### config.mk
export PLATFORM = sky130hd
export DESIGN_NAME = mem_access_ctrl_flat
export DESIGN_NICKNAME = d
export VERILOG_FILES = /design/src/rtl/mem_access_ctrl_if.sv /design/src/rtl/mem_access_ctrl.sv /design/src/flat_wrapper.sv
export SDC_FILE = /design/constraint.sdc
export NUM_CORES = 1
export LEC_CHECK = 0
export ABC_AREA = 1
export CORE_UTILIZATION = 42
export DETAILED_ROUTE_END_ITERATION = 10
export DONT_BUFFER_PORTS = 1
export PLACE_DENSITY = 0.64
export SETUP_SLACK_MARGIN = 0.02
export SLEW_MARGIN = 5
export SYNTH_ARGS = -nofsm -noshare
export SYNTH_HDL_FRONTEND = slang
export SYNTH_SLANG_ARGS = --single-unit
### constraint.sdc
create_clock -name clk -period 7.1 [get_ports clk]
set_input_delay 1.775 -clock clk [delete_from_list [all_inputs] [get_ports clk]]
set_output_delay 1.775 -clock clk [all_outputs]
set_load 0.01 [all_outputs]
### src/rtl/mem_access_ctrl_if.sv
// mem_access_ctrl_if: request/response handshake plus memory_block strobe bus
// seen by mem_access_ctrl (slave side) and its datapath/memory environment (master side).
interface mem_access_ctrl_if #(
    parameter int ADDR_W = 18,
    parameter int DATA_W = 32
);
    logic              req_valid;
    logic              req_ready;
    logic              req_write;
    logic              req_byte;
    logic              req_signed;
    logic [ADDR_W-1:0] req_addr;
    logic [DATA_W-1:0] req_wdata;
    logic              resp_valid;
    logic              resp_ready;
    logic [DATA_W-1:0] resp_rdata;
    logic              resp_error;
    logic [ADDR_W-1:0] mem_address;
    logic [DATA_W-1:0] mem_write_data;
    logic              memRead;
    logic              memWrite;
    logic              byteOperations;
    logic [DATA_W-1:0] mem_read_data;

    modport slave (
        input  req_valid, req_write, req_byte, req_signed, req_addr, req_wdata,
        input  resp_ready, mem_read_data,
        output req_ready, resp_valid, resp_rdata, resp_error,
        output mem_address, mem_write_data, memRead, memWrite, byteOperations
    );

    modport master (
        output req_valid, req_write, req_byte, req_signed, req_addr, req_wdata,
        output resp_ready, mem_read_data,
        input  req_ready, resp_valid, resp_rdata, resp_error,
        input  mem_address, mem_write_data, memRead, memWrite, byteOperations
    );
endinterface

### src/rtl/mem_access_ctrl.sv
// mem_access_ctrl: one-request-at-a-time load/store sequencer issuing one-shot strobes to memory_block.
// Define MISALIGN_TRAP_EN to trap misaligned word accesses instead of forcing word alignment.
module mem_access_ctrl #(
    parameter int ADDR_W        = 18,
    parameter int DATA_W        = 32,
    parameter int SETUP_CYCLES  = 1,
    parameter int STROBE_CYCLES = 1
) (
    input logic              clk,
    input logic              reset,
    mem_access_ctrl_if.slave bus
);
    typedef enum logic [2:0] {IDLE, SETUP, STROBE, CAPTURE, RESP} state_t;

    localparam int MAXC = SETUP_CYCLES > STROBE_CYCLES ? SETUP_CYCLES : STROBE_CYCLES;
    localparam int CW   = MAXC > 1 ? $clog2(MAXC) : 1;

    state_t            state, nxt;
    logic [CW-1:0]     cnt, cnt_nxt;
    logic              accept, trap, strobe_nxt;
    logic [ADDR_W-1:0] addr_d, addr_q;
    logic [DATA_W-1:0] wdata_q, rdata_q;
    logic              byte_q, sgn_q, wr_q, err_q, rd_strb_q, wr_strb_q;

    assign accept = state == IDLE && bus.req_valid;

`ifdef MISALIGN_TRAP_EN
    assign trap   = ~bus.req_byte && |bus.req_addr[1:0];
    assign addr_d = bus.req_addr;
`else
    assign trap   = 1'b0;
    assign addr_d = bus.req_byte ? bus.req_addr : {bus.req_addr[ADDR_W-1:2], 2'b00};
`endif

    always_ff @(posedge clk or posedge reset) begin
        if (reset) begin
            state <= IDLE;
            cnt   <= '0;
        end else begin
            state <= nxt;
            cnt   <= cnt_nxt;
        end
    end

    // strobe_nxt marks cycles in which the registered strobe must be high
    always_comb begin
        nxt        = state;
        cnt_nxt    = '0;
        strobe_nxt = 1'b0;
        case (state)
            IDLE:    nxt = accept ? (trap ? RESP : SETUP) : IDLE;
            SETUP:
                if (cnt == CW'(SETUP_CYCLES - 1)) begin
                    nxt        = STROBE;
                    strobe_nxt = 1'b1;
                end else cnt_nxt = cnt + CW'(1);
            STROBE:
                if (cnt == CW'(STROBE_CYCLES - 1)) nxt = wr_q ? RESP : CAPTURE;
                else begin
                    cnt_nxt    = cnt + CW'(1);
                    strobe_nxt = 1'b1;
                end
            CAPTURE: nxt = RESP;
            RESP:    nxt = bus.resp_ready ? IDLE : RESP;
            default: nxt = IDLE;
        endcase
    end

    always_ff @(posedge clk or posedge reset) begin
        if (reset) begin
            addr_q    <= '0;
            wdata_q   <= '0;
            rdata_q   <= '0;
            byte_q    <= 1'b0;
            sgn_q     <= 1'b0;
            wr_q      <= 1'b0;
            err_q     <= 1'b0;
            rd_strb_q <= 1'b0;
            wr_strb_q <= 1'b0;
        end else begin
            rd_strb_q <= strobe_nxt & ~wr_q;
            wr_strb_q <= strobe_nxt & wr_q;
            if (accept) begin
                addr_q  <= addr_d;
                wdata_q <= bus.req_wdata;
                byte_q  <= bus.req_byte;
                sgn_q   <= bus.req_signed;
                wr_q    <= bus.req_write;
                err_q   <= trap;
                rdata_q <= '0;
            end
            if (state == CAPTURE)
                rdata_q <= byte_q ? {{(DATA_W-8){sgn_q & bus.mem_read_data[7]}}, bus.mem_read_data[7:0]}
                                  : bus.mem_read_data;
        end
    end

    assign bus.req_ready      = state == IDLE;
    assign bus.resp_valid     = state == RESP;
    assign bus.resp_rdata     = rdata_q;
    assign bus.resp_error     = err_q;
    assign bus.mem_address    = addr_q;
    assign bus.mem_write_data = wdata_q;
    assign bus.byteOperations = byte_q;
    assign bus.memRead        = rd_strb_q;
    assign bus.memWrite       = wr_strb_q;
endmodule

### src/flat_wrapper.sv
// flat-port wrapper written by rule: the top's interface ports become plain ports
module mem_access_ctrl_flat 
#(
    parameter int ADDR_W        = 18,
    parameter int DATA_W        = 32,
    parameter int SETUP_CYCLES  = 1,
    parameter int STROBE_CYCLES = 1
)
  (clk, reset, bus_req_valid, bus_req_write, bus_req_byte, bus_req_signed, bus_req_addr, bus_req_wdata, bus_resp_ready, bus_mem_read_data, bus_req_ready, bus_resp_valid, bus_resp_rdata, bus_resp_error, bus_mem_address, bus_mem_write_data, bus_memRead, bus_memWrite, bus_byteOperations);
  mem_access_ctrl_if #(.ADDR_W(ADDR_W), .DATA_W(DATA_W)) bus_i ();
  input logic clk;
  input logic reset;
  input wire logic [$bits(bus_i.req_valid)-1:0] bus_req_valid;
  input wire logic [$bits(bus_i.req_write)-1:0] bus_req_write;
  input wire logic [$bits(bus_i.req_byte)-1:0] bus_req_byte;
  input wire logic [$bits(bus_i.req_signed)-1:0] bus_req_signed;
  input wire logic [$bits(bus_i.req_addr)-1:0] bus_req_addr;
  input wire logic [$bits(bus_i.req_wdata)-1:0] bus_req_wdata;
  input wire logic [$bits(bus_i.resp_ready)-1:0] bus_resp_ready;
  input wire logic [$bits(bus_i.mem_read_data)-1:0] bus_mem_read_data;
  output wire logic [$bits(bus_i.req_ready)-1:0] bus_req_ready;
  output wire logic [$bits(bus_i.resp_valid)-1:0] bus_resp_valid;
  output wire logic [$bits(bus_i.resp_rdata)-1:0] bus_resp_rdata;
  output wire logic [$bits(bus_i.resp_error)-1:0] bus_resp_error;
  output wire logic [$bits(bus_i.mem_address)-1:0] bus_mem_address;
  output wire logic [$bits(bus_i.mem_write_data)-1:0] bus_mem_write_data;
  output wire logic [$bits(bus_i.memRead)-1:0] bus_memRead;
  output wire logic [$bits(bus_i.memWrite)-1:0] bus_memWrite;
  output wire logic [$bits(bus_i.byteOperations)-1:0] bus_byteOperations;
  assign bus_i.req_valid = bus_req_valid;
  assign bus_i.req_write = bus_req_write;
  assign bus_i.req_byte = bus_req_byte;
  assign bus_i.req_signed = bus_req_signed;
  assign bus_i.req_addr = bus_req_addr;
  assign bus_i.req_wdata = bus_req_wdata;
  assign bus_i.resp_ready = bus_resp_ready;
  assign bus_i.mem_read_data = bus_mem_read_data;
  assign bus_req_ready = bus_i.req_ready;
  assign bus_resp_valid = bus_i.resp_valid;
  assign bus_resp_rdata = bus_i.resp_rdata;
  assign bus_resp_error = bus_i.resp_error;
  assign bus_mem_address = bus_i.mem_address;
  assign bus_mem_write_data = bus_i.mem_write_data;
  assign bus_memRead = bus_i.memRead;
  assign bus_memWrite = bus_i.memWrite;
  assign bus_byteOperations = bus_i.byteOperations;
  mem_access_ctrl #(.ADDR_W(ADDR_W), .DATA_W(DATA_W), .SETUP_CYCLES(SETUP_CYCLES), .STROBE_CYCLES(STROBE_CYCLES)) u_core (.clk(clk), .reset(reset), .bus(bus_i));
endmodule
==> impl_metrics.yaml <==
global_routing:
  grt_pass1_wl_mm: 13.33
  grt_max_degree: 91
  antenna_found_initial: 0
  overflow: 0
  grt_pass1_vias: 2591
  gr-usage-all-layers_pct: 17.37
routing:
  dr.first_iter.drc_count: 73
  vias: 2657
  final_antenna_net_count: 0
  wl_met3_um: 548
  first_pass_iters: 4
  viasPerCell: 5.110
  wl_met1_mm: 3.329
  wl_per_cell_um: 15.69
  wl_met2_mm: 4.154
  top_layer: "met4"
  drt_wl_total_mm: 8.158
  drc: 0
clock_tree:
  cts_setup_buffers: 0
  cts_max_path_buffers: 2
  cts_hold_buf: 0
  cts_root_buffer: "clkbuf_8"
  clock-sinks: 90
  cts_buffers: 9
  cts_tree: "yes"
  htreeDepth: 3
  clkLatencyLatePin_ns: 0.34
  ctsResizeCount: 0
  cts.clk_slew.worst_paths_ns: 0.08
layout:
  area_delta_synth_final_pct: 4.366
  drive_gt1_share_pct: 18.45
  multi_input_area_mm2: 0.001267
  fillerInstances: 868
  final_nets: 496
  fin_cells: 520
  diodes: 0
  regArea_mm2: 0.002252
worst_setup_path:
  cp-end-kind: "register"
  path_class: "in2reg"
  worst-path-stages: 4
  cp_slowest_stage_delay_ns: 0.64
  crit_arrival_ns: 3.29
  crit_chain: "nand3_4, buf_4, nand2_1, o21ai_0"
  r2r_cells: 5
  crit_required_ns: 7.29
  cp_top_family: "simple AND/OR/NAND/NOR gates"
  slowest_stage: "nand3_4"
  critPathBufInv: 1
  crit_path_start_kind: "primary input"
  critPathMaxFanout: 81
timing:
  period_share_pct: 43.62
  final-setup-viol-count: 0
  maxSlewHeadroom_pct: 27.77
  fin_setup_tns_ns: 0
  worst_slack_ns: 4.003
  min_period_ns: 3.097
  hold_violations: 0
  worst_pin_slew_ns: 1.083
  fin_skew_ns: 0.01185
  grt_setup_unrepaired: "no"
  fmax_ghz: 0.3229
  slew_violations: 0
yosys:
  synth_most_common_cell: "nand2_1"
  avgSynthCellArea_um2: 9.348
  synth_common_cells: "103 x nand2_1, 90 x dfrtp_1, 57 x nand3_1, 55 x inv_1, 30 x o21ai_2"
  post_synth_num_cell_types: 18
  synth_top_area_share_pct: 57.36
  synth_edf_count: 0
  synth.area.top_cells: "dfrtp_1 57%, nand2_1 9.8%, nand3_1 7.3%"
  ys_seq_elements: 90
  yosysTopAreaCell: "dfrtp_1"
  syn_inst: 420
  ys_seq_area_share_pct: 57.36
  netlist_area_mm2: 0.003926
  yosys_warnings: 0
  syn_nets: 509
  synthFlopType: "dfrtp_1"
  synthArstFlopShare_pct: 100.0
die:
  num_rows: 34
  die_w_um: 98.69
  die_y_um: 98.69
  core_area_mm2: 0.008891
  pin_count: 177
  initial_core_util_pct: 44.16
  die-area_mm2: 0.009739
power:
  pwr-share-comb_pct: 26.3
  swShare_pct: 40.55
  p_clk_share_pct: 19.7
  peakVddDrop_v: 0.0003537
  p_switching_mw: 0.7531
  powerDensity_mw_per_mm2: 453.2
  p_seq_share_pct: 54.0
  cellLeakagePower_nw: 2.198
  power.internal_mw: 1.104
run:
  max-cap-violations: 0
placement:
  dp.cells: 504
  port_buffers: 0
  post-place-ws_ns: 3.632
  routabilityCongestion: 0.7841
  post-dp-hpwl_mm: 5.532
worst_hold_path:
  hold_path_depth: 1
  hp-class: "reg2reg"
status:
  status: "completed"
-- registers in the layout (all words and copies together), names as in the netlist --
name	count
u_core.bus.byteOperations	1
u_core.bus.memRead	1
u_core.bus.memWrite	1
u_core.bus.mem_address	18
u_core.bus.mem_write_data	32
u_core.bus.resp_rdata	32
u_core.sgn_q	1
u_core.state	3
u_core.wr_q	1
-- cell usage in the layout (no fill, tap or decap) --
cell	n
nand2_1	103
clkbuf_8	12
inv_2	1
o21ai_1	20
nand3b_1	1
buf_4	2
nor2_2	1
clkinvlp_4	1
o21ai_2	30
inv_1	54
inv_4	1
conb_1	1
nand3_4	1
bufinv_16	1
dfrtp_1	90
nand3_1	57
o21ai_0	3
nor2_1	6
nand3_2	1
or2_2	24
clkinv_4	1
clkbuf_1	1
-- layer usage --
layer	global-route usage, %	up-vias
met5	0	-
met4	6.889	0
met3	4.752	9
met2	29.69	108
met1	20.87	1268
li1	-	1272
-- through the flow --
step / hold WS, ns / total power [mW] / util (%) / instance area (um2)
after CTS: 0.4884 / 1.888 / 46.09 / 4098
after detailed placement: 0.4790 / 1.516 / 43.67 / 3882
after floorplan: 0.4454 / 1.425 / - / 3926
after global placement: 0.4726 / 1.485 / 43.67 / 3882
after global routing: 0.5056 / 2.003 / 46.09 / 4098
final: 0.4859 / 1.857 / 46.09 / 4098
-- power by group through the flow --
stage / clock (mW) / combinational [mW] / sequential (mW)
2_1_floorplan: 0 / 0.463 / 0.962
3_3_place_gp: 0 / 0.474 / 1.01
3_5_place_dp: 0 / 0.499 / 1.02
4_1_cts: 0.380 / 0.498 / 1.01
5_1_grt: 0.398 / 0.575 / 1.03
6_report: 0.366 / 0.488 / 1.00
-- layout make-up --
type	count	share of cell area [%]
flip-flops and latches	90	54.96
well taps	108	3.298
clock buffers	13	4.122
repair buffers	2	0.3664
clock inverters	3	1.130
multi-input cells	248	30.93
inverters	56	5.191
-- final timing paths --
kind                       slack (ns)                       from                                         to
max                              4.00              bus_req_valid      u_core.bus.byteOperations$_DFFE_PP0P_
min                              0.49    u_core.wr_q$_DFFE_PP0P_               u_core.bus.memRead$_DFF_PP0_
max reg2reg                      4.74  u_core.state[1]$_DFF_PP0_      u_core.bus.byteOperations$_DFFE_PP0P_
min reg2reg                      0.49    u_core.wr_q$_DFFE_PP0P_               u_core.bus.memRead$_DFF_PP0_
max in group asynchronous        4.84                      reset      u_core.bus.resp_rdata[19]$_DFFE_PP0P_
min in group asynchronous        1.58                      reset  u_core.bus.mem_write_data[10]$_DFFE_PP0P_
-- logic make-up (layout without fill, tap and decap cells) --
logic type | after synthesis | in the layout | share of synthesized area [%]
flops | 90 | 90 | 57.36
compound gates | 53 | 53 | 9.624
simple gates | 194 | 194 | 22.37
other cells | 1 | 1 | 0.09551
buf+inv | 82 | 74 | 10.55
No activity file was read; power rests on OpenSTA's default activity.
